==> src/rtl/alu_flag_stage.sv <==
// rtl/alu_flag_stage.sv - ALU flag stage: NZCV register, condition evaluation, 2-entry writeback FIFO
//
// Optional feature macro: ALU_PERF_CNT_EN
//   When defined, adds perf_clr / cond_fail_cnt, a saturating count of accepted ops whose
//   condition failed. When undefined, those ports and the counter do not exist.

module alu_flag_stage #(
    parameter int bits = 32,
    parameter int RDW  = 4
) (
    input  logic            clk,
    input  logic            reset,
    input  logic            in_valid,
    output logic            in_ready,
    input  logic [bits-1:0] in_result,
    input  logic [3:0]      in_flags,
    input  logic            in_setflags,
    input  logic [3:0]      in_cond,
    input  logic [RDW-1:0]  in_rd,
    output logic            out_valid,
    input  logic            out_ready,
    output logic [bits-1:0] out_result,
    output logic [RDW-1:0]  out_rd,
    output logic            out_wen,
    output logic [3:0]      nzcv
`ifdef ALU_PERF_CNT_EN
    ,
    input  logic            perf_clr,
    output logic [31:0]     cond_fail_cnt
`endif
);

    // Condition codes, ARM encoding
    localparam logic [3:0] condEq = 4'b0000;
    localparam logic [3:0] condNe = 4'b0001;
    localparam logic [3:0] condCs = 4'b0010;
    localparam logic [3:0] condCc = 4'b0011;
    localparam logic [3:0] condMi = 4'b0100;
    localparam logic [3:0] condPl = 4'b0101;
    localparam logic [3:0] condVs = 4'b0110;
    localparam logic [3:0] condVc = 4'b0111;
    localparam logic [3:0] condHi = 4'b1000;
    localparam logic [3:0] condLs = 4'b1001;
    localparam logic [3:0] condGe = 4'b1010;
    localparam logic [3:0] condLt = 4'b1011;
    localparam logic [3:0] condGt = 4'b1100;
    localparam logic [3:0] condLe = 4'b1101;

    // FIFO bookkeeping
    logic [1:0]      count;
    logic            headPtr;
    logic            tailPtr;

    // FIFO storage; data entries are not reset, only the occupancy is
    logic [bits-1:0] memResult [2];
    logic [RDW-1:0]  memRd     [2];
    logic            memWen    [2];

    // Per-cycle handshake and next-state terms
    logic            accept;
    logic            drain;
    logic            condPass;
    logic [1:0]      countNext;
    logic            headNext;
    logic [bits-1:0] headResultNext;
    logic [RDW-1:0]  headRdNext;
    logic            headWenNext;

    // Evaluate a condition code against a flag word {N,Z,C,V}; 1110 and 1111 both mean always
    function automatic logic condEval(input logic [3:0] cond, input logic [3:0] flags);
        logic n;
        logic z;
        logic c;
        logic v;
        logic result;
        n = flags[3];
        z = flags[2];
        c = flags[1];
        v = flags[0];
        case (cond)
            condEq:  result = z;
            condNe:  result = !z;
            condCs:  result = c;
            condCc:  result = !c;
            condMi:  result = n;
            condPl:  result = !n;
            condVs:  result = v;
            condVc:  result = !v;
            condHi:  result = c & !z;
            condLs:  result = !c | z;
            condGe:  result = (n == v);
            condLt:  result = (n != v);
            condGt:  result = !z & (n == v);
            condLe:  result = z | (n != v);
            default: result = 1'b1;
        endcase
        return result;
    endfunction

    // in_ready depends only on registered occupancy, so a same-cycle drain cannot raise it
    assign in_ready = (count != 2'd2);

    // Handshakes, condition check against the pre-update flags, and the next FIFO head
    always_comb begin
        accept   = in_valid & in_ready;
        drain    = out_valid & out_ready;
        condPass = condEval(in_cond, nzcv);

        countNext = count;
        case ({accept, drain})
            2'b10:   countNext = count + 2'd1;
            2'b01:   countNext = count - 2'd1;
            default: countNext = count;
        endcase

        headNext = headPtr ^ drain;

        // The incoming op becomes the head when it lands in the slot the head moves to
        if (accept && (tailPtr == headNext)) begin
            headResultNext = in_result;
            headRdNext     = in_rd;
            headWenNext    = condPass;
        end else begin
            headResultNext = memResult[headNext];
            headRdNext     = memRd[headNext];
            headWenNext    = memWen[headNext];
        end
    end

    // Write accepted ops into the tail slot
    always_ff @(posedge clk) begin
        if (accept) begin
            memResult[tailPtr] <= in_result;
            memRd[tailPtr]     <= in_rd;
            memWen[tailPtr]    <= condPass;
        end
    end

    // Occupancy, pointers, registered head outputs and the architectural flag register
    always_ff @(posedge clk) begin
        if (reset) begin
            count      <= 2'd0;
            headPtr    <= 1'b0;
            tailPtr    <= 1'b0;
            out_valid  <= 1'b0;
            out_result <= '0;
            out_rd     <= '0;
            out_wen    <= 1'b0;
            nzcv       <= 4'b0000;
        end else begin
            count     <= countNext;
            headPtr   <= headNext;
            out_valid <= (countNext != 2'd0);
            if (accept) begin
                tailPtr <= ~tailPtr;
            end
            // When the FIFO goes empty the head outputs keep their last value
            if (countNext != 2'd0) begin
                out_result <= headResultNext;
                out_rd     <= headRdNext;
                out_wen    <= headWenNext;
            end
            // Flags become visible to the next op one cycle later; there is no bypass
            if (accept && condPass && in_setflags) begin
                nzcv <= in_flags;
            end
        end
    end

`ifdef ALU_PERF_CNT_EN
    // Saturating count of accepted ops whose condition failed; clear takes priority
    always_ff @(posedge clk) begin
        if (reset || perf_clr) begin
            cond_fail_cnt <= 32'd0;
        end else if (accept && !condPass && (cond_fail_cnt != 32'hFFFF_FFFF)) begin
            cond_fail_cnt <= cond_fail_cnt + 32'd1;
        end
    end
`endif

endmodule

==> config.mk <==
export PLATFORM = sky130hd
export DESIGN_NAME = alu_flag_stage
export DESIGN_NICKNAME = d
export VERILOG_FILES = /design/src/rtl/alu_flag_stage.sv
export SDC_FILE = /design/constraint.sdc
export NUM_CORES = 1
export LEC_CHECK = 0
export ABC_AREA = 1
export CORE_MARGIN = 3
export CORE_UTILIZATION = 40
export CTS_BUF_LIST = sky130_fd_sc_hd__clkbuf_8
export DETAILED_ROUTE_END_ITERATION = 6
export HOLD_SLACK_MARGIN = 0.1
export REMOVE_ABC_BUFFERS = 1
export SLEW_MARGIN = 20
export SYNTH_ARGS = -nofsm -noshare
export SYNTH_HDL_FRONTEND = slang
export SYNTH_SLANG_ARGS = --single-unit
==> constraint.sdc <==
create_clock -name clk -period 3.8 [get_ports clk]
set_input_delay 0.57 -clock clk [delete_from_list [all_inputs] [get_ports clk]]
set_output_delay 0.57 -clock clk [all_outputs]
set_load 0.1 [all_outputs]
==> impl_results.md, run 1 <==
- Status: finished clean
- Chip Width: 116 µm
- Simple-Gate Fraction of Synth Area: 0.216
- Synth top area share: 0.457
- Clk buf depth: 2
- Crit end category: primary output
- FF/Latch Area: 3140 µm²
- Final core utilization: 0.543
- Power per cell area: 880 nW/µm²
- Worst min-delay path class: register to register
- WHS Path Cells: 2
- Area contributors post-synth: edfxtp_1 (46%), dfxtp_1 (19%), nor2_1 (10%)
- Die footprint: 13500 µm²
- Post-synthesis average cell area: 9.39 µm²
- Final-stage net count: 664
- RSZ-0062 raised after global routing: no
- R2r startpoint: count[0]$_SDFF_PP0_
- Global-route wire length before repair: 18100 µm
- Gr ovfl total: 0
- Startpoint types: register
- CTS root buf: clkbuf_8
- EDFF count, synth: 74
- IO Count: 92
- Antenna viol nets, final: 0
- Largest family of logic cells by synthesized area: simple AND/OR/NAND/NOR gates
- FMAX: 0.375 GHz
- Async S/R FF share, synth: 0
- Worst rel slew slack: 0.348
- CP Data Arrival Time: 2.10 ns
- Pleak: 2.44 nW
- Drt pass-1 iters: 4
- Worst-Skew Late Latency: 0.42 ns
- Mapped Cells: 518
- Mapped cell area: 4860 µm²
- Cts repair resizes: 0
- Final period util: 0.701
- Total Wirelength: 11300 µm
- Dpl cells: 738
- Setup crit end: in_ready
- Starting Density: 0.417
- Synthesized flop and latch total: 120
- Clk slew on worst S/H paths: 0.07 ns
- Maxcap violations: 0
- Via density: 4.93
- Overall routing resource usage: 0.173
- Ys Warns: 0
- Sequential-to-total area share from yosys stat: 0.646
- Post-Synth Adder-Cell Area: 0.00257
- Post-route insts no fill: 770
- Clk_skew: 0.0129 ns
- WS Path Type: register to primary output
- Routed vias: 3795
- Worst-Margin Slew: 0.975 ns
- Worst EP required: 3.23 ns
- Final Slew Violations: 0
- Post-DP HPWL: 6980 µm
- Commonest cells in the netlist: nor2_1 (130), nand2_1 (114), edfxtp_1 (74)
- Reg2reg end: out_rd[0]$_SDFFE_PP0P_
- DRC Markers: 0
- Initial antenna violation count: 0
- Vias in the first global route: 3744
- Wire per inst: 14.6 µm
- Synth Area in XOR/XNOR: 0.00875
- Minimum clock period: 2.67 ns
- Post-CTS Setup Inserts: 0
- Final hold slack: 0.456 ns
- Cell with the most instances after synthesis: nor2_1
- Antenna diodes: 0
- CTS tree: yes
- Pre-CTS setup slack: 0.730 ns
- Filler Cell Count: 1094
- H-tree depth: 4
- Largest net degree at the start of global routing: 39
- VDD IR-drop max: 0.394 mV
- Critical-path maximum fanout: 3
- Share of layout cells above drive strength 1: 0.0750
- Post-CTS Hold Buffers: 0
- Synth Area in Compound Gates: 0.0772
- Worst R2R Path Depth: 12
- Syn-to-layout area delta: 30.2%
- DR iter-0 viols: 292
- Start point of the critical path: count[0]$_SDFF_PP0_
- Final hold vios: 0
- Area leader, netlist: edfxtp_1
- Sink Count: 120
- Area of the multi-input gates: 1540 µm²
- Area of the core: 11700 µm²
- R2r setup slk: 1.24 ns
- PnR worst setup slack: 1.13 ns
- Die span in y: 116 µm
- Setup violations, final: 0
- Top FF cell, synth: edfxtp_1
- CTS Buf Count: 17
- PortBufs: 91
- Gpl congestion: 0.757
- Post-synth cell types: 21
- Row count: 39
- Mux share of post-synthesis cell area: 0
## critical path: stages (launching register included)
cell,delay [ns]
dfxtp_1,0.39
inv_1,0.07
nand2_1,0.08
clkdlybuf4s50_1,1.14
## worst min-delay path by stage
stage / from / end
after floorplan: tailPtr$_SDFFE_PP0P_ / tailPtr$_SDFFE_PP0P_
final: out_result[2]$_SDFFE_PP0P_ / out_result[2]$_SDFFE_PP0P_
after CTS: out_result[2]$_SDFFE_PP0P_ / out_result[2]$_SDFFE_PP0P_
after global routing: out_result[10]$_SDFFE_PP0P_ / out_result[10]$_SDFFE_PP0P_
after detailed placement: out_rd[2]$_SDFFE_PP0P_ / out_rd[2]$_SDFFE_PP0P_
after global placement: out_rd[2]$_SDFFE_PP0P_ / out_rd[2]$_SDFFE_PP0P_
## per-stage QoR
stage               TNS (ns)  instance area (µm²)  total power [W]
CTS                        0                 6330          0.00563
detailed placement         0                 5960          0.00455
floorplan             -10.61                 4730          0.00376
global placement           0                 5960          0.00451
global route               0                 6330          0.00589
finish                     0                 6330          0.00558
## final cells by class
| type | count | area share |
|---|---|---|
| Tap cell | 143 | 0.0283 |
| Timing Repair Buffer | 100 | 0.156 |
| Multi-Input combinational cell | 348 | 0.244 |
| Clock buffer | 19 | 0.0413 |
| Sequential cell | 120 | 0.496 |
| Clock inverter | 13 | 0.0180 |
| Inverter | 27 | 0.0160 |
## kinds of logic (layout without fill, tap and decap cells)
logic type / after synthesis / in the layout
and+or+nand+nor: 268 / 268
adders and majority gates: 1 / 1
AOI/OAI and AO/OA: 75 / 75
buffers and inverters: 50 / 159
xor gates and xnor gates: 4 / 4
DFF: 120 / 120
## registers in the layout, summed over array words and instances, names as in the netlist, 2 cells and up
| name | cells |
|---|---|
| out_rd | 4 |
| out_result | 32 |
| memWen | 2 |
| nzcv | 4 |
| count | 2 |
| memResult | 64 |
| memRd | 8 |
## power by group
part           total, W  switching [W]  internal, W
registers       0.00183       0.000137      0.00170
logic           0.00267        0.00201     0.000657
clock network   0.00108       0.000476     0.000601
## layout by cell type (no fill, tap or decap)
| master | count |
|---|---|
| nor2_1 | 128 |
| nand2_1 | 113 |
| clkdlybuf4s50_1 | 91 |
| edfxtp_1 | 74 |
| dfxtp_1 | 46 |
| o21ai_0 | 44 |
| inv_1 | 30 |
| o21ai_1 | 27 |
| nand3_1 | 19 |
| clkbuf_8 | 19 |
| buf_4 | 8 |
| a21oi_1 | 4 |
| clkinv_2 | 4 |
| nand2_2 | 3 |
| nor2_4 | 3 |
| xor2_4 | 2 |
| bufinv_16 | 2 |
| clkinv_1 | 2 |
| clkinvlp_4 | 2 |
| xnor2_1 | 1 |
| xor2_2 | 1 |
| nor3_4 | 1 |
| or2_2 | 1 |
| ha_1 | 1 |
| buf_12 | 1 |
## metal layers
layer | vias up | share of wire | track usage
li1 | 1880 | - | -
met1 | 1798 | 0.45 | 0.221
met2 | 105 | 0.49 | 0.287
met3 | 12 | 0.052 | 0.0446
met4 | 0 | 0.010 | 0.0596
met5 | - | 0 | 0
Note: power is estimated with default switching activity, not from simulation.
==> inputs of run 2 (changes only) <==
- clock period: 3.8 -> 2.7 ns (I/O delays scaled with it)
==> run 2 against run 1 <==
- clock-buffer cell count increased by 1
- clock skew about the same
- wire length is 1.6% lower
- combinational power rose by 43%
- register-to-register slack worse by 0.64 ns
- non-clock buffer count up 8
- critical path type is now register to register
- highest routed layer unchanged
- largest power group unchanged
==> impl_results.md, run 2 (synthesized netlist as in run 1, its figures left out) <==
- Status: finished clean
- Worst-Skew Late Latency: 0.42 ns
- Die footprint: 13500 µm²
- Chip Width: 116 µm
- Wire per inst: 14.2 µm
- IO Count: 92
- Antenna diodes: 0
- Final-stage net count: 672
- Setup violations, final: 0
- Critical-path maximum fanout: 28
- Maxcap violations: 0
- CTS Buf Count: 17
- Post-CTS Hold Buffers: 0
- RSZ-0062 raised after global routing: no
- CTS tree: yes
- Worst EP required: 3.04 ns
- Die span in y: 116 µm
- Pleak: 2.57 nW
- Final Slew Violations: 0
- Max FFs per register: 64
- Initial antenna violation count: 0
- Global-route wire length before repair: 17700 µm
- Clk slew on worst S/H paths: 0.06 ns
- Most common cell after layout, fill and taps aside: nor2_1
- DR iter-0 viols: 285
- Crit end category: register
- Final period util: 0.779
- VDD IR-drop max: 0.782 mV
- Worst min-delay path class: register to register
- Clk_skew: 0.0131 ns
- FMAX: 0.475 GHz
- Largest Register: memResult
- Start point of the critical path: count[0]$_SDFF_PP0_
- Area of the core: 11700 µm²
- Final core utilization: 0.540
- Startpoint types: register
- WS Path Type: register to register
- Largest registers: memResult x64, out_result x32, memRd x8
- Sink Count: 120
- Worst rel slew slack: 0.685
- Drt pass-1 iters: 4
- Routed vias: 3774
- Largest net degree at the start of global routing: 39
- CP Data Arrival Time: 2.44 ns
- Row count: 39
- R2r startpoint: count[0]$_SDFF_PP0_
- Antenna viol nets, final: 0
- DRC Markers: 0
- Via density: 4.85
- Hold path startpoint: out_result[11]$_SDFFE_PP0P_
- Final hold slack: 0.452 ns
- Final hold vios: 0
- Overall routing resource usage: 0.170
- Syn-to-layout area delta: 29.5%
- PortBufs: 91
- Share of layout cells above drive strength 1: 0.150
- Vias in the first global route: 3609
- Gpl congestion: 0.759
- CTS root buf: clkbuf_8
- Starting Density: 0.417
- Commonest non-fill, non-tap cells in the layout: nor2_1 (128), nand2_1 (113), edfxtp_1 (74)
- Post-DP HPWL: 7020 µm
- H-tree depth: 4
- Total Wirelength: 11100 µm
- Clk buf depth: 2
- Gr ovfl total: 0
- Cts repair resizes: 0
- Power per cell area: 1240 nW/µm²
- Worst-Margin Slew: 0.472 ns
- Post-CTS Setup Inserts: 0
- Minimum clock period: 2.10 ns
==> run 2: cell types whose count changed in the layout (fill, tap and decap cells not counted), moves of 2 or more <==
| cell | previous run | this run |
|---|---|---|
| buf_4 | 8 | 56 |
| clkinv_1 | 2 | 0 |
| inv_1 | 30 | 35 |
| clkdlybuf4s50_1 | 91 | 48 |
| buf_12 | 1 | 4 |
| clkinvlp_4 | 2 | 0 |
==> run 2: metal layers <==
layer / vias to the layer above / GRT usage / wire, µm
met2: 98 / 0.296 / 5420
met4: 0 / 0.0712 / 123
met5: - / 0 / 0
li1: 1901 / - / -
met1: 1762 / 0.207 / 4930
met3: 13 / 0.0352 / 598
==> run 2: worst paths after layout <==
check	slack, ns	depth (start not counted)	to
min	0.45	2	out_result[11]$_SDFFE_PP0P_
min reg2reg	0.45	2	out_result[11]$_SDFFE_PP0P_
max	0.60	12	out_rd[0]$_SDFFE_PP0P_
max reg2reg	0.60	12	out_rd[0]$_SDFFE_PP0P_
==> run 2: power by group <==
group / switching, W / internal, W
combinational: 0.00285 / 0.000963
sequential: 0.000186 / 0.00239
clock: 0.000640 / 0.000769
total: 0.00368 / 0.00412
==> run 2: layout make-up <==
type,count,area (µm²)
Timing Repair Buffer,108,981
Fill cell,1088,5370
Clock buffer,20,275
Sequential cell,120,3140
Multi-Input combinational cell,348,1540
Clock inverter,12,75.1
Inverter,27,101
Tap cell,143,179
==> run 2: worst max-delay path: stages (launching register included) <==
cell and delay [ns]:
dfxtp_1 0.37, inv_1 0.07, nand2_1 0.07, nand2_1 0.07
ha_1 0.32, a21oi_1 0.15, nand2_2 0.08, xor2_2 0.23
nor2_1 0.11, nor2_4 0.12, buf_12 0.19, nand2_1 0.08
o21ai_0 0.15
==> run 2: metrics by stage <==
step                worst slack (ns)  total power, W  cell area [µm²]  cells  setup TNS, ns
floorplan                      -1.65         0.00530             4730    495        -101.63
global placement               0.325         0.00640             5950    746              0
detailed placement             0.205         0.00646             5950    746              0
CTS                            0.580         0.00789             6300    778              0
global route                   0.412         0.00827             6300    778              0
finish                         0.597         0.00780             6300    778              0
==> inputs of run 3 (changes only) <==
- clock period: 2.7 -> 2.2 ns (I/O delays scaled with it)
==> run 3 against run 2 <==
- via count rose by 0.19%
- critical endpoint is now out_result[30]$_SDFFE_PP0P_
- global-route usage fell by 0.27 points
- highest routed layer unchanged
- worst hold slack improved by 0.00090 ns
- clock skew fell by 0.0042 ns
- critical path type unchanged
- largest cell class unchanged
- clock power rose by 34%
==> impl_results.md, run 3 (synthesized netlist as in run 1, its figures left out) <==
- Status: finished clean
- PortBufs: 91
- Wire per inst: 14.2 µm
- Largest net degree at the start of global routing: 45
- Area of the core: 11700 µm²
- Total Wirelength: 11100 µm
- Share of layout cells above drive strength 1: 0.160
- Routed vias: 3781
- Clk_skew: 0.00893 ns
- Worst min-delay path class: register to register
- Largest registers: memResult x64, out_result x32, memRd x8
- Final period util: 0.941
- Die span in y: 116 µm
- Via density: 4.84
- Clk buf depth: 2
- Max FFs per register: 64
- Antenna diodes: 0
- Sink Count: 120
- Antenna viol nets, final: 0
- Vias in the first global route: 3659
- Post-DP HPWL: 7030 µm
- Critical path's largest stage delay: 0.35 ns
- Clk slew on worst S/H paths: 0.07 ns
- Delay-heaviest family, CP: simple AND/OR/NAND/NOR gates
- CTS root buf: clkbuf_8
- Overall routing resource usage: 0.168
- Final core utilization: 0.556
- Worst-Skew Late Latency: 0.43 ns
- Gr ovfl total: 0
- Start point of the critical path: count[0]$_SDFF_PP0_
- FMAX: 0.483 GHz
- Crit end category: register
- IO Count: 92
- Commonest non-fill, non-tap cells in the layout: nor2_1 (128), nand2_1 (113), edfxtp_1 (74)
- Worst-Margin Slew: 0.450 ns
- Filler Cell Count: 1037
- PnR worst setup slack: 0.129 ns
- Gpl congestion: 0.782
- Syn-to-layout area delta: 33.4%
- CTS Buf Count: 17
- R2r startpoint: count[0]$_SDFF_PP0_
- Chip Width: 116 µm
- Maxcap violations: 0
- Setup violations, final: 0
- Cell mode on critical path: nand2_1
- Minimum clock period: 2.07 ns
- Power per cell area: 1560 nW/µm²
- Bufs and invs on worst path: 3
- Cells along the critical path: inv_1 -> nand2_1 -> nand2_1 -> ha_1 -> a21oi_2 -> nand2_2 -> xor2_4 -> nor2_1 -> nor2_4 -> buf_12 -> buf_12 -> nand2_1 -> o21ai_0
- Setup tns final: 0 ns
- Pre-CTS setup slack: -0.186 ns
- Critical-path maximum fanout: 9
- Startpoint types: register
- Final Slew Violations: 0
- VDD IR-drop max: 0.800 mV
- Pleak: 2.64 nW
- Hold path startpoint: out_result[7]$_SDFFE_PP0P_
- CP Data Arrival Time: 2.41 ns
- Global-route wire length before repair: 17300 µm
- Worst rel slew slack: 0.700
- Largest Register: memResult
- Final hold slack: 0.453 ns
- Worst EP required: 2.54 ns
- CTS tree: yes
- Final-stage net count: 676
- H-tree depth: 4
- Most common cell after layout, fill and taps aside: nor2_1
- Row count: 39
- DR iter-0 viols: 303
- Drt pass-1 iters: 4
- Starting Density: 0.417
- Initial antenna violation count: 0
- Slowest-stage cell, CP: dfxtp_2
- Final hold vios: 0
- Die footprint: 13500 µm²
- DRC Markers: 0
- WS Path Type: register to register
run 3: cell count changes in the layout (fill, tap and decap cells not counted), sizes merged:
| cell | previous run | this run |
|---|---|---|
| clkinv | 3 | 2 |
| clkbuf | 20 | 23 |
| inv | 35 | 34 |
| buf | 60 | 62 |
| bufinv | 1 | 2 |
run 3: path summary, 6_finish.rpt:
check                           slack [ns]  cells past startpoint                     endpoint
worst max-delay path                  0.13                     13  out_result[30]$_SDFFE_PP0P_
worst min-delay path                  0.45                      2   out_result[7]$_SDFFE_PP0P_
worst max register to register        0.13                     13  out_result[30]$_SDFFE_PP0P_
worst min register to register        0.45                      2   out_result[7]$_SDFFE_PP0P_
run 3: per-stage QoR:
step	total power (W)	cell area (µm²)	cells
floorplan	0.00650	4730	495
global placement	0.00799	6020	747
detailed placement	0.00806	6020	747
CTS	0.00996	6400	779
global route	0.0107	6490	782
finish	0.0101	6490	782
run 3: layout make-up:
cell class | count | area, µm² | area share
clock inverters | 11 | 96.3 | 0.0148
multi-input cells | 348 | 1560 | 0.240
clock buffers | 21 | 289 | 0.0445
flip-flops and latches | 120 | 3140 | 0.485
repair buffers | 112 | 1120 | 0.173
well taps | 143 | 179 | 0.0276
inverters | 27 | 101 | 0.0156
run 3: worst reg2reg max path: stages (launching register included):
cell     delay [ns]
dfxtp_2        0.35
inv_1          0.06
nand2_1        0.08
nand2_1        0.08
ha_1           0.33
a21oi_2        0.12
nand2_2        0.09
xor2_4         0.19
nor2_1         0.09
nor2_4         0.13
buf_12         0.15
buf_12         0.13
nand2_1        0.06
o21ai_0        0.14
run 3: power breakdown:
group	total (W)	internal (W)	switching, W
sequential	0.00316	0.00293	0.000224
combinational	0.00505	0.00146	0.00359
clock	0.00189	0.00109	0.000798
total	0.0101	0.00548	0.00461
run 3: timing repair:
item	CTS	global route
hold buffers	0	0
resized for setup	0	5
setup buffers	0	1
setup endpoints to repair	0	19
run 3: metal layers:
metal | share of wire | GRT usage | routed length, µm
met5 | 0 | 0 | 0
met4 | 0.013 | 0.0611 | 150
met3 | 0.053 | 0.0518 | 591
met2 | 0.48 | 0.285 | 5400
met1 | 0.45 | 0.201 | 5000
